===== src/rtl/pc_pkg.sv =====
// Shared types and constants for the program-counter controller.
// Next-PC source select, default vectors, alignment mask helper.
package pc_pkg;

  typedef enum logic [2:0] {
    SRC_EXC,
    SRC_ERET,
    SRC_REDIR,
    SRC_RET,
    SRC_HOLD,
    SRC_SEQ
  } pc_src_e;

  localparam logic [31:0] DEF_RESET_VEC = 32'h0000_0000;
  localparam logic [31:0] DEF_EXC_VEC   = 32'h0000_0080;

  // Mask that clears the sub-instruction address bits.
  function automatic logic [63:0] align_mask(input int inst_bytes);
    logic [63:0] m;
    m = 64'(inst_bytes) - 64'd1;
    return ~m;
  endfunction

endpackage


===== src/rtl/pc_ras.sv =====
// Circular return-address stack; a push when full overwrites the oldest
// entry, and the count saturates at the stack depth.
module pc_ras #(
  parameter int XLEN  = 32,
  parameter int DEPTH = 4
) (
  input  logic                     clk,
  input  logic                     rst,
  input  logic                     push,
  input  logic                     pop,
  input  logic                     clear,
  input  logic [XLEN-1:0]          push_data,
  output logic [XLEN-1:0]          top,
  output logic [$clog2(DEPTH):0]   count,
  output logic                     empty
);
  import pc_pkg::*;

  localparam int PW = $clog2(DEPTH);
  localparam int CW = PW + 1;

  logic [XLEN-1:0] mem [DEPTH];
  logic [PW-1:0]   ptr;
  logic [PW-1:0]   top_idx;

  assign top_idx = ptr - PW'(1);
  assign top     = mem[top_idx];
  assign empty   = (count == '0);

  // Pointer and occupancy; ptr is the next slot to write.
  always_ff @(posedge clk or posedge rst) begin
    if (rst) begin
      ptr   <= '0;
      count <= '0;
    end else if (clear) begin
      count <= '0;
    end else if (push) begin
      ptr <= ptr + PW'(1);
      if (count != CW'(DEPTH))
        count <= count + CW'(1);
    end else if (pop && !empty) begin
      ptr   <= ptr - PW'(1);
      count <= count - CW'(1);
    end
  end

  // Entry storage; contents need no reset.
  always_ff @(posedge clk) begin
    if (push && !clear)
      mem[ptr] <= push_data;
  end

endmodule


===== src/rtl/pc_ctrl.sv =====
// Program-counter controller: prioritised next-PC select, EPC capture,
// return-address stack and one-cycle misalign/underflow pulses.
module pc_ctrl #(
  parameter int          XLEN       = 32,
  parameter logic [XLEN-1:0] RESET_VEC = XLEN'(32'h0000_0000),
  parameter logic [XLEN-1:0] EXC_VEC   = XLEN'(32'h0000_0080),
  parameter int          INST_BYTES = 4,
  parameter int          RAS_DEPTH  = 4
) (
  input  logic                        clk,
  input  logic                        rst,
  input  logic                        stall,
  input  logic                        redirect_valid,
  input  logic [XLEN-1:0]             redirect_pc,
  input  logic                        call_valid,
  input  logic                        ret_valid,
  input  logic                        exc_valid,
  input  logic [XLEN-1:0]             exc_pc,
  input  logic                        eret_valid,
  output logic [XLEN-1:0]             pc_current,
  output logic [XLEN-1:0]             pc_plus,
  output logic [XLEN-1:0]             epc,
  output logic                        misalign,
  output logic                        ras_underflow,
  output logic [$clog2(RAS_DEPTH):0]  ras_count
);
  import pc_pkg::*;

  localparam logic [63:0]     MASK64 = align_mask(INST_BYTES);
  localparam logic [XLEN-1:0] MASK   = MASK64[XLEN-1:0];

  pc_src_e         src;
  logic [XLEN-1:0] pc_next;
  logic [XLEN-1:0] ras_top;
  logic            ras_empty;
  logic            push;
  logic            pop;
  logic            clear;
  logic            redir_mis;

  assign pc_plus   = pc_current + XLEN'(INST_BYTES);
  assign redir_mis = |(redirect_pc & ~MASK);

  // Priority select of the next-PC source and RAS side effects.
  always_comb begin
    src     = SRC_SEQ;
    pc_next = pc_plus;
    push    = 1'b0;
    pop     = 1'b0;
    clear   = 1'b0;
    if (exc_valid) begin
      src     = SRC_EXC;
      pc_next = EXC_VEC;
      clear   = 1'b1;
    end else if (eret_valid) begin
      src     = SRC_ERET;
      pc_next = epc;
    end else if (redirect_valid) begin
      src     = SRC_REDIR;
      pc_next = redirect_pc & MASK;
      push    = call_valid;
    end else if (ret_valid) begin
      src = SRC_RET;
      if (!ras_empty) begin
        pc_next = ras_top;
        pop     = 1'b1;
      end
    end else if (stall) begin
      src     = SRC_HOLD;
      pc_next = pc_current;
    end
  end

  // PC, EPC and event pulses.
  always_ff @(posedge clk or posedge rst) begin
    if (rst) begin
      pc_current    <= RESET_VEC;
      epc           <= '0;
      misalign      <= 1'b0;
      ras_underflow <= 1'b0;
    end else begin
      pc_current    <= pc_next;
      misalign      <= (src == SRC_REDIR) && redir_mis;
      ras_underflow <= (src == SRC_RET) && ras_empty;
      if (src == SRC_EXC)
        epc <= exc_pc;
    end
  end

  pc_ras #(
    .XLEN  (XLEN),
    .DEPTH (RAS_DEPTH)
  ) u_ras (
    .clk       (clk),
    .rst       (rst),
    .push      (push),
    .pop       (pop),
    .clear     (clear),
    .push_data (pc_plus),
    .top       (ras_top),
    .count     (ras_count),
    .empty     (ras_empty)
  );

endmodule


===== config.mk =====
export PLATFORM = sky130hd
export DESIGN_NAME = pc_ctrl
export DESIGN_NICKNAME = d
export VERILOG_FILES = /design/src/rtl/pc_pkg.sv /design/src/rtl/pc_ras.sv /design/src/rtl/pc_ctrl.sv
export SDC_FILE = /design/constraint.sdc
export NUM_CORES = 1
export LEC_CHECK = 0
export ABC_CLOCK_PERIOD_IN_PS = 3960
export CORE_ASPECT_RATIO = 0.9
export CORE_MARGIN = 5
export CORE_UTILIZATION = 54
export CTS_BUF_LIST = sky130_fd_sc_hd__clkbuf_8
export DETAILED_ROUTE_END_ITERATION = 10
export PLACE_DENSITY_LB_ADDON = 0.3
export RECOVER_POWER = 50
export SYNTH_ARGS = -nofsm -noshare
export SYNTH_HDL_FRONTEND = slang
export SYNTH_SLANG_ARGS = --single-unit

===== constraint.sdc =====
create_clock -name clk -period 3.96 [get_ports clk]
set_clock_uncertainty 0.2 [all_clocks]
set_input_delay 0.396 -clock clk [delete_from_list [all_inputs] [get_ports clk]]
set_output_delay 0.396 -clock clk [all_outputs]
set_load 0.02 [all_outputs]

==> reports/qor.yml <==
floorplan:
  die_w_um: 146.5
  initial_core_util_pct: 54.33
  core_area_um2: 16670
  die-height_um: 132.8
  dieArea_um2: 19460
  placementRows: 45
  ios: 173
drt:
  drtIter0Drc: 654
  vias_per_cell: 6.453
  post-route-drc-count: 0
  wl_per_cell_um: 24.69
  dr.pass1.iters: 8
  wirelength_um: 25480
  vias: 6659
  postRouteAntennaNets: 0
timing:
  setup_viol: 0
  maxSlewViolCount: 98
  tns_ps: 0
  slew_headroom_pct: -67.44
  hold_viol_final: 0
  worst_pin_slew_ps: 2509
  max_freq_mhz: 263.1
  rsz0062_at_grt: "no"
  finalCriticalPeriod_ps: 3801
  min_period_over_period_pct: 95.99
logic_synthesis:
  syn_area_per_cell_um2: 14.19
  synth-seq-cells: 199
  synth-edff-count: 128
  yosysUniqueCellTypes: 61
  ys_seq_area_share_pct: 62.07
  synthFlopType: "edfxtp_1"
  syn_inst: 638
  synth_area_um2: 9055
  ys_warn_count: 0
  syn_nets: 716
  ys_async_sr_fraction_pct: 35.68
worst_setup_path:
  required_ps: 3360
  worstSetupPathType: "register to output port"
  cp-end-kind: "output port"
  worst_r2r_path_depth: 8
  critPathMostFrequentCell: "nand3_1"
  critPathArrivalTime_ps: 3210
  cp_slowest_cell: "clkdlybuf4s50_1"
  startpoint_type: "register"
  cpPeakStageDelay_ps: 700
  cp_max_fo: 7
  crit_chain: "ha_1 -> nand3_1 -> nor2_1 -> nand3_1 -> xnor2_1 -> clkdlybuf4s50_1"
global_routing:
  grt_max_degree: 58
  grt_util_all_layers_pct: 26.14
  grt_antenna_before_repair: 1
  grt_pass1_vias: 6862
  gr-total-overflow: 0
  grt_pass1_wl_um: 38990
cts:
  clkLatencyLatePin_ps: 480
  cts_resized: 0
  hold_buffers: 0
  cts-root-buf: "clkbuf_8"
  clk_pin_slew_ps: 100
  postCtsSetupBuffers: 0
  cts_buffers: 17
  cts_tree: "done"
  cts_buffer_depth: 2
  htreeDepth: 4
  cts_sinks: 199
run:
  timing.max_cap.violations: 2
final_layout:
  final_common_cell: "edfxtp_1"
  mostFrequentLayoutCells: "128 x edfxtp_1, 98 x clkdlybuf4s50_1, 73 x dlygate4sd3_1"
  syn2layout_area_growth_pct: 26.60
  nets: 885
  drive_gt1_share_pct: 15.73
place:
  place_congestion: 0.8451
  place_hpwl_um: 16780
  portBuffers: 172
pwr:
  total_power_mw: 5.590
  ir_worst_vdd_uv: 267.6
  pwr_density_cell_nw_per_um2: 487.6
  p_leak_nw: 4.246
run_status:
  status: "finished, violations left"
  violations: "max-capacitance violations, max-slew violations"
worst_hold_path:
  holdPathStages: 3
  holdCritPathClass: "primary input to register"
## layer usage
metal,GRT usage [%],up-vias,wire (um)
li1,-,2842,-
met1,34.22,3383,9907
met2,42.68,376,12380
met3,6.130,58,2415
met4,10.29,0,772
met5,0,-,0
## sequential cells by signal, summed over array words and instances (netlist names)
register / cells
u_ras.mem: 128
misalign: 1
pc_current: 32
epc: 32
ras_underflow: 1
u_ras.count: 3
u_ras.ptr: 2
## critical path: cells and delay by family, from the launching register on
family,cells,cell delay [ps]
XOR/XNOR,1,390
adder cells (fa/ha/maj),1,250
buffers and inverters,1,700
flip-flops,1,460
AND/OR/NAND/NOR,3,930
## report_power, final
group          total, mW  leakage, nW  switching, mW  internal [mW]
clock               1.45        0.222          0.740          0.711
combinational       1.64         1.99          0.851          0.793
sequential          2.50         2.04          0.127           2.37
## final cells by class
class | count | area (um2)
antenna | 1 | 2.502
inverter | 11 | 41.29
fill | 1168 | 5202
timing repair buffer | 192 | 1861
multi-input combinational | 386 | 3228
sequential | 199 | 5622
clock inverter | 14 | 197.7
clock buffer | 18 | 247.7
tap | 211 | 264.0
## cell usage after synthesis (2+ instances only)
cell type  count  share of area, %
a21o_1        17               1.4
a21oi_1       10              0.55
a221o_1        6              0.66
a22o_1        10              0.97
a22oi_1        3              0.25
a311oi_1       8              0.77
and2_1         8              0.55
and3_1         9              0.62
and4_1         6              0.58
buf_1          7              0.29
buf_2         11              0.61
buf_4          3              0.25
clkbuf_1      21              0.87
dfrtp_1       71                20
edfxtp_1     128                42
ha_1           5              0.69
inv_1         10              0.41
mux2_2        32               4.0
mux4_2        32               8.0
nand2_1       41               1.7
nand2b_1       4              0.28
nand3_1        9              0.50
nand4_1       14              0.97
nor2_1        19              0.79
nor2b_1        2              0.14
nor3_1        24               1.3
nor3b_1       11              0.91
nor4_1         2              0.14
o2111ai_1      3              0.29
o21ai_0       23               1.3
o21bai_1       2              0.17
o221ai_1      11               1.1
o22ai_1       11              0.76
o2bb2ai_1      2              0.19
o31a_1         2              0.19
o31ai_1        3              0.25
or2_2          5              0.35
or3_1         10              0.69
or4_4          2              0.25
xnor2_1       17               1.6
xor2_1         4              0.39
## stage by stage
| stage | setup slack [ps] | instances | util (%) | hold slack [ps] | cell area [um2] |
|---|---|---|---|---|---|
| floorplan | 629.4 | 638 | - | 347.7 | 9055 |
| global placement | 802.1 | 999 | 66.14 | 318.3 | 11020 |
| detailed placement | 726.6 | 999 | 66.14 | 323.6 | 11020 |
| CTS | 187.4 | 1031 | 68.81 | 31.99 | 11470 |
| global route | 23.63 | 1032 | 68.78 | 51.50 | 11460 |
| finish | 159.0 | 1032 | 68.78 | 50.70 | 11460 |
## cells by family (layout without fill, tap and decap cells)
kind of cell | count (synthesis) | after routing | share of synthesized area [%]
AOI/OAI and AO/OA | 124 | 124 | 10.06
xor gates and xnor gates | 21 | 21 | 2.031
adders and majority gates | 6 | 6 | 0.9120
buffers and inverters | 53 | 235 | 2.473
DFF | 199 | 199 | 62.07
muxes | 65 | 65 | 12.05
other | 0 | 1 | 0
and+or+nand+nor | 170 | 170 | 10.40
## path summary, 6_finish.rpt
kind | end | slack [ps] | start
min in group asynchronous | epc[24] | 1040 | rst
worst max-delay path | pc_plus[22] | 160 | pc_current[2]
worst max register to register | pc_current[20] | 1070 | u_ras.ptr[1]
max in group asynchronous | u_ras.ptr[0] | 900 | rst
worst min register to register | epc[31] | 340 | epc[31]
worst min-delay path | misalign | 50 | exc_valid
(Power assumes the default switching activity.)
